File: src/rtl/mic_meter_pkg.sv
// Shared types and LED encoding helpers for the microphone level meter.
// The encoders are pure functions, so they can be reused outside the meter.
package mic_meter_pkg;

    typedef enum logic [1:0] {
        ACCUM   = 2'd0,
        UPDATE  = 2'd1,
        PUBLISH = 2'd2
    } state_t;

    typedef enum logic {
        BAR_THERMO = 1'b0,
        BAR_ONEHOT = 1'b1
    } bar_mode_t;

    localparam int LED_W = 16;

    // Bit i is lit when value >= 2**i, i.e. value has any bit set at or above i.
    function automatic logic [LED_W-1:0] thermo16(input logic [LED_W-1:0] value);
        logic [LED_W-1:0] bar;
        bar = '0;
        for (int i = 0; i < LED_W; i++) begin
            bar[i] = ((value >> i) != '0);
        end
        return bar;
    endfunction

    function automatic logic [LED_W-1:0] onehot_msb16(input logic [LED_W-1:0] value);
        logic [LED_W-1:0] onehot;
        onehot = '0;
        for (int i = 0; i < LED_W; i++) begin
            if (value[i]) begin
                onehot = '0;
                onehot[i] = 1'b1;
            end
        end
        return onehot;
    endfunction

endpackage

File: src/rtl/level_to_bar.sv
// Combinational LED encoder: either a log-scale thermometer bar or a one-hot
// marker at the leading one of the input magnitude.
module level_to_bar
    import mic_meter_pkg::*;
#(
    parameter bar_mode_t MODE = BAR_THERMO
) (
    input  logic [15:0] value,
    output logic [15:0] leds
);

    always_comb begin
        // NOTE: every always_comb output gets a value on every path, otherwise a latch is inferred.
        leds = '0;
        if (MODE == BAR_THERMO) begin
            leds = thermo16(value);
        end else begin
            leds = onehot_msb16(value);
        end
    end

endmodule

File: src/rtl/mic_level_meter.sv
// Windowed peak envelope of a signed PCM stream with decay, peak-hold and clip
// detection, published once per window to a 16-LED log bar and a peak LED.
module mic_level_meter
    import mic_meter_pkg::*;
#(
    parameter int          WINDOW       = 256,
    parameter int          DECAY_SHIFT  = 3,
    parameter int          HOLD_WINDOWS = 8,
    parameter logic [15:0] CLIP_THRESH  = 16'd32000
) (
    input  logic        clk,
    input  logic        reset_n,
    input  logic [15:0] sample_data,
    input  logic        sample_valid,
    output logic [15:0] level,
    output logic [15:0] peak,
    output logic [15:0] led_bar,
    output logic [15:0] led_peak,
    output logic        clip,
    output logic        level_valid
);

    localparam int CNT_W  = $clog2(WINDOW);
    localparam int HOLD_W = $clog2(HOLD_WINDOWS + 1);

    state_t            state;
    logic [CNT_W-1:0]  win_cnt;
    logic [15:0]       win_max;
    logic              win_clip;
    logic [15:0]       closed_max;
    logic              closed_clip;
    logic [HOLD_W-1:0] hold_cnt;
    logic [HOLD_W-1:0] clip_cnt;

    logic [15:0] mag;
    logic [15:0] sample_max;
    logic        sample_clip;
    logic        win_close;
    logic [15:0] level_decay;
    logic [15:0] level_next;
    logic [15:0] level_bar;
    logic [15:0] peak_onehot;

    // -32768 maps to 32768, which still fits the unsigned 16-bit magnitude.
    always_comb begin
        mag         = sample_data[15] ? (~sample_data + 16'd1) : sample_data;
        sample_max  = (mag > win_max) ? mag : win_max;
        sample_clip = (mag >= CLIP_THRESH);
        win_close   = sample_valid && (win_cnt == CNT_W'(WINDOW - 1));
    end

    always_comb begin
        level_decay = level >> DECAY_SHIFT;
        level_next  = level;
        if (closed_max >= level) begin
            level_next = closed_max;
        end else if (level_decay != '0) begin
            level_next = level - level_decay;
        end else if (level != '0) begin
            // Small levels shift to zero decay; step down by one so they still reach 0.
            level_next = level - 16'd1;
        end
    end

    // Accumulation runs in every FSM state so samples during UPDATE/PUBLISH land in the new window.
    always_ff @(posedge clk) begin
        // NOTE: reset is synchronous here, so it is tested inside the clocked block rather than in the sensitivity list.
        if (!reset_n) begin
            win_cnt     <= '0;
            win_max     <= '0;
            win_clip    <= 1'b0;
            closed_max  <= '0;
            closed_clip <= 1'b0;
        end else if (sample_valid) begin
            if (win_close) begin
                closed_max  <= sample_max;
                closed_clip <= win_clip | sample_clip;
                win_cnt     <= '0;
                win_max     <= '0;
                win_clip    <= 1'b0;
            end else begin
                win_cnt     <= win_cnt + CNT_W'(1);
                win_max     <= sample_max;
                win_clip    <= win_clip | sample_clip;
            end
        end
    end

    level_to_bar #(.MODE(BAR_THERMO)) u_level_bar (
        .value (level),
        .leds  (level_bar)
    );

    level_to_bar #(.MODE(BAR_ONEHOT)) u_peak_bar (
        .value (peak),
        .leds  (peak_onehot)
    );

    always_ff @(posedge clk) begin
        if (!reset_n) begin
            state       <= ACCUM;
            level       <= '0;
            peak        <= '0;
            hold_cnt    <= '0;
            clip        <= 1'b0;
            clip_cnt    <= '0;
            led_bar     <= '0;
            led_peak    <= '0;
            level_valid <= 1'b0;
        end else begin
            // NOTE: sequential state uses non-blocking assignments so every register sees pre-edge values.
            level_valid <= 1'b0;
            case (state)
                ACCUM: begin
                    if (win_close) begin
                        state <= UPDATE;
                    end
                end
                UPDATE: begin
                    level <= level_next;
                    if (closed_max >= peak) begin
                        peak     <= closed_max;
                        hold_cnt <= HOLD_W'(HOLD_WINDOWS);
                    end else if (hold_cnt == '0) begin
                        peak <= level_next;
                    end else begin
                        hold_cnt <= hold_cnt - HOLD_W'(1);
                    end
                    if (closed_clip) begin
                        clip     <= 1'b1;
                        clip_cnt <= HOLD_W'(HOLD_WINDOWS);
                    end else if (clip_cnt == '0) begin
                        clip <= 1'b0;
                    end else begin
                        clip_cnt <= clip_cnt - HOLD_W'(1);
                    end
                    state <= PUBLISH;
                end
                PUBLISH: begin
                    led_bar     <= level_bar;
                    led_peak    <= peak_onehot;
                    level_valid <= 1'b1;
                    state       <= ACCUM;
                end
                default: begin
                    state <= ACCUM;
                end
            endcase
        end
    end

endmodule

File: config.mk
export PLATFORM = sky130hd
export DESIGN_NAME = mic_level_meter
export DESIGN_NICKNAME = d
export VERILOG_FILES = /design/src/rtl/mic_meter_pkg.sv /design/src/rtl/level_to_bar.sv /design/src/rtl/mic_level_meter.sv
export SDC_FILE = /design/constraint.sdc
export NUM_CORES = 1
export LEC_CHECK = 0
export CAP_MARGIN = 15
export CORE_ASPECT_RATIO = 1.75
export CORE_MARGIN = 4
export CORE_UTILIZATION = 52
export CTS_CLUSTER_SIZE = 28
export DETAILED_ROUTE_END_ITERATION = 16
export PLACE_DENSITY_LB_ADDON = 0.15
export SLEW_MARGIN = 20
export SYNTH_ARGS = -nofsm -noshare
export SYNTH_HDL_FRONTEND = slang
export SYNTH_HIERARCHICAL = 1
export SYNTH_SLANG_ARGS = --single-unit
export TNS_END_PERCENT = 5
File: constraint.sdc
create_clock -name clk -period 4.1 [get_ports clk]
set_input_delay 0.82 -clock clk [delete_from_list [all_inputs] [get_ports clk]]
set_output_delay 0.82 -clock clk [all_outputs]
set_load 0.005 [all_outputs]
Yosys cells after proc, flatten, opt, wreduce, memory -nomap -nowiden. Cells that the tools add are included.

Word-level logic and storage cells: 93. Output and inout port bits: 66. Input bits: 19. Bits in registers: 118.

Equality and inequality tests: 6. Bitwise gates (word level): 2. Magnitude comparators: 4. Muxes and demuxes: 35. Add/subtract/negate cells: 6. Reductions and logical operators: 26.

Operator list (count): $reduce_bool A16 Y1 (15); $mux W16 (9); $ge A16 B16 Y1 (2); $mux W4 (5); $add A16 B1 Y16 const B (1); $ge A16 B15 Y1 const B (1); $gt A16 B16 Y1 (1); $mux W8 (2); $not A16 Y16 (1); $sub A16 B1 Y16 const B (1); $sub A16 B13 Y16 (1); $mux W15 (1); $mux W14 (1); $mux W13 (1); $mux W12 (1); $mux W11 (1); $mux W10 (1); $reduce_and A2 Y1 (5); $mux W9 (1); $add A8 B1 Y8 const B (1); $eq A8 B8 Y1 const B (1); $logic_not A4 Y1 (2); $sub A4 B1 Y4 const B (2); $mux W7 (1); other kinds (13) (21).

Depth between registers and ports, before layout.
Depth in word-level cells: 16. Mapped depth: 16. Depth with buffers taken out: 15.

By module. Netlist, hierarchy kept.

Modules (own cells, without submodules): mic_level_meter (seq. area each 2362.3 µm², times used 1, area each 7213.2 µm², cells each 887); level_to_bar at u_peak_bar (seq. area each 0.0 µm², times used 1, area each 210.2 µm², cells each 31); level_to_bar at u_level_bar (seq. area each 0.0 µm², times used 1, area each 156.4 µm², cells each 22).

Worst setup path after synthesis. OpenSTA, ideal clock, no wires.

Path kind: input to register. Start: input sample_data[8]. End: register win_max[12]. Data required time: 4.041 ns. Library setup time: 0.059 ns. Data arrival time: 4.014 ns. Slack: 0.026 ns. Path buffers: 1. Stages: 13. Cell sequence: or4_4 > or3_4 > o41ai_4 > xnor2_1 > ha_1 > nand4_1 > or2_1 > a221o_1 > o211ai_1 > o41ai_4 > nor2_1 > buf_4 > a22o_1.

Word-level cells in the longest chain between the ends: 6.

Ends and longest elaborated chain: from (decl) (line mic_level_meter.sv:13) `input logic [15:0] sample_data,`; $not A16 Y16 (line mic_level_meter.sv:46) `mag = sample_data[15] ? (~sample_data + 16'd1) : sample_data;`; $add A16 B1 Y16 (line mic_level_meter.sv:46); $mux W16 (*) (line mic_level_meter.sv:46); $gt A16 B16 Y1 (line mic_level_meter.sv:47) `sample_max = (mag > win_max) ? mag : win_max;`; $mux W16 (*) (line mic_level_meter.sv:47); $mux W16 (*) (line mic_level_meter.sv:75) `if (win_close) begin`; to (signal assigned) (line mic_level_meter.sv:83) `win_max <= sample_max;`; to (decl) (line mic_level_meter.sv:28) `logic [15:0] win_max;`.

Every way passes the cells marked *; elsewhere a longest branch is shown, timed or not. A chain may end at the register's enable or synchronous reset.

Worst setup path after layout.
Start: input sample_data[7]. End: register win_max[7].

Same word-level chain as after synthesis.

==> reports/results.ini <==
[global_routing]
grt_usage=0.264
grt_start_max_net_pins=44
grt_pass1_vias=7174
overflow=0
grt_pass1_wl_um=35200
antenna_found_initial=0

[synth]
syn_nets=1029
synthTopCellsByCount=nand2_1, dfxtp_1, a21oi_1
synthCells=940
yosysTopAreaCellShare=0.312
ys_ff_latch=118
ys.flop_type=dfxtp_1
syn_area_per_cell_um2=8.06
synth_top_cell_by_area=dfxtp_1
yosys-top-cells-area=dfxtp_1, ha_1, nand2_1
yosysMostFrequentCell=nand2_1
synth_edf_count=0
ys.warnings.count=6
synth_cell_types=79
async_flop_share=0
syn_area_um2=7580
ys_seq_area_frac=0.312

[cells_and_area]
drive_gt1_frac=0.139
layout.nets=1152
syn_to_final_growth_pct=26.9
final_cell_area_um2=9620
fillers=1228
diodes=0

[floorplan]
core-area_um2=14400
start_util=0.528
die-width_um=99.3
die_h_um=168
die-area_um2=16600
row_count=58
pin_count=85

[route]
viasPerCell=5.91
drcViolationCount=0
vias=7423
ant_nets=0
wl_um=22000
avgRoutedWirePerCell_um=17.5
drtIter0Drc=314
firstDrtPassIters=5

[placement]
placed_cell_area_um2=8910
gp_congestion=0.992
io_buffers=84
dp_hpwl_um=16500

[sta]
fin_skew_ns=0.0114
maxSlewViolCount=0
timing.fmax_ghz=0.253
worst_pin_slew_ns=0.937
relSlewSlack=0.375
finalCriticalPeriod_ns=3.95
setup_viol=0
hold_viol_final=0
fin_crit_sh=0.964

[critical_path]
cp-start-kind=input pin
reg2reg_slack_ns=0.79
crit_required_ns=4.40
crit_arrival_ns=4.26
crit_fanout=6
endpoint_kind=register
critPathKind=input pin to register

[power_and_ir_drop]
p_total_uw=3010
power_density_nw_per_um2=313
vdd_ir_drop_max_mv=0.291
p_leak_uw=0.00381

[clock_tree]
cts.path.max_buffers=2
path_clk_slew_ns=0.06
numCtsBuffers=17
cts.sinks=118
clock_latency_ns=0.42
root_buffer=clkbuf_16
cts_tree=built
h-tree-depth=4
holdBufCountCts=0

[hold_path]
hold_class=register to register

[outcome]
status=completed

[job]
drv_cap=0

[sequential cells by signal (all words and copies together), names as in the netlist]
name,count
closed_max,16
level,16
win_clip,1
win_max,16
level_valid,1
closed_clip,1
led_bar,16
win_cnt,8
clip_cnt,4
state,2
peak,16
clip,1
hold_cnt,4
led_peak,16
[critical path, stage by stage]
cell and delay [ns]:
clkdlybuf4s15_1 0.19, or4_4 0.49, or3_4 0.40, o41ai_4 0.27, xnor2_2 0.11, ha_1 0.31
nand4_1 0.12, or2_1 0.26, a221o_1 0.27, o211ai_1 0.15, o41ai_4 0.17, buf_4 0.17
nand2_4 0.06, a21oi_4 0.08, buf_6 0.18, a22o_1 0.19
[layout by cell type, fill, tap and decap left out, types with 7 or more instances in the layout]
cell and count:
nor3_1 16, nand2_1 118, dfxtp_1 118, nand3b_1 7, o21ai_0 41, nor4_1 14, o21a_1 13, a21o_1 14
nand3_1 24, xnor2_1 16, clkdlybuf4s50_1 76, clkbuf_16 17, buf_4 66, nor2_1 60, xor2_1 8, nand2b_1 8
a22o_1 16, or3_1 7, inv_1 67, a31oi_1 13, o211ai_1 8, nand4_1 14, a21oi_1 82, nor2b_1 7
mux2i_1 22, ha_1 68
[path summary, 6_finish.rpt]
path | startpoint | to | depth (start not counted)
worst max register to register | level[15]$_SDFFE_PN0P_ | peak[3]$_SDFFE_PN0P_ | 11
worst min register to register | led_peak[0]$_SDFFE_PN0P_ | led_peak[0]$_SDFFE_PN0P_ | 2
worst max-delay path | sample_data[7] | win_max[7]$_SDFFE_PN0P_ | 16
worst min-delay path | led_peak[0]$_SDFFE_PN0P_ | led_peak[0]$_SDFFE_PN0P_ | 2
[power by group]
group / internal (uW) / switching, uW
Clock: 896 / 565
Combinational: 189 / 176
Sequential: 1170 / 17.8
Total: 2250 / 758
[stage by stage]
stage	utilization	setup WS (ns)	setup TNS, ns	instances	hold WS [ns]
2_1_floorplan	-	0.0263	0	940	0.435
3_3_place_gp	0.620	-0.518	-14.66	1217	0.442
3_5_place_dp	0.620	-0.571	-16.52	1217	0.446
4_1_cts	0.661	0.00728	0	1250	0.453
5_1_grt	0.670	-0.00347	-0.00347	1255	0.472
6_report	0.670	0.147	0	1255	0.452
[cell type report]
type / count / area [um2] / area share
Timing Repair Buffer: 154 / 1390 / 0.144
Inverter: 70 / 263 / 0.0273
Multi-Input combinational cell: 702 / 4800 / 0.499
Sequential cell: 118 / 2360 / 0.246
Tap cell: 180 / 225 / 0.0234
Clock inverter: 14 / 151 / 0.0157
Clock buffer: 17 / 425 / 0.0442
[cells by family (layout without fill, tap and decap cells)]
| logic type | count (synthesis) | in the layout | share of synthesized area |
|---|---|---|---|
| buffers and inverters | 120 | 255 | 0.0645 |
| xor gates and xnor gates | 26 | 26 | 0.0300 |
| and+or+nand+nor | 329 | 329 | 0.221 |
| adders and majority gates | 70 | 70 | 0.117 |
| AOI/OAI and AO/OA | 249 | 249 | 0.219 |
| DFF | 118 | 118 | 0.312 |
| muxes | 28 | 28 | 0.0380 |
[timing repair]
item,CTS,global route
endpoints found under the hold margin,0,0
setup endpoints to repair,31,32
gates cloned,0,1
setup buffers,3,4
resized for setup,7,27
pin swaps,8,21
[per-layer routing]
metal / part of all wire / vias to the layer above / wire, um / GRT usage
met5: 0 / - / 0 / 0
met4: 0.066 / 0 / 1450 / 0.168
met3: 0.039 / 90 / 857 / 0.0438
met2: 0.54 / 240 / 11900 / 0.498
met1: 0.36 / 3467 / 7810 / 0.258
li1: - / 3626 / - / -
No activity file was read; power rests on OpenSTA's default activity.
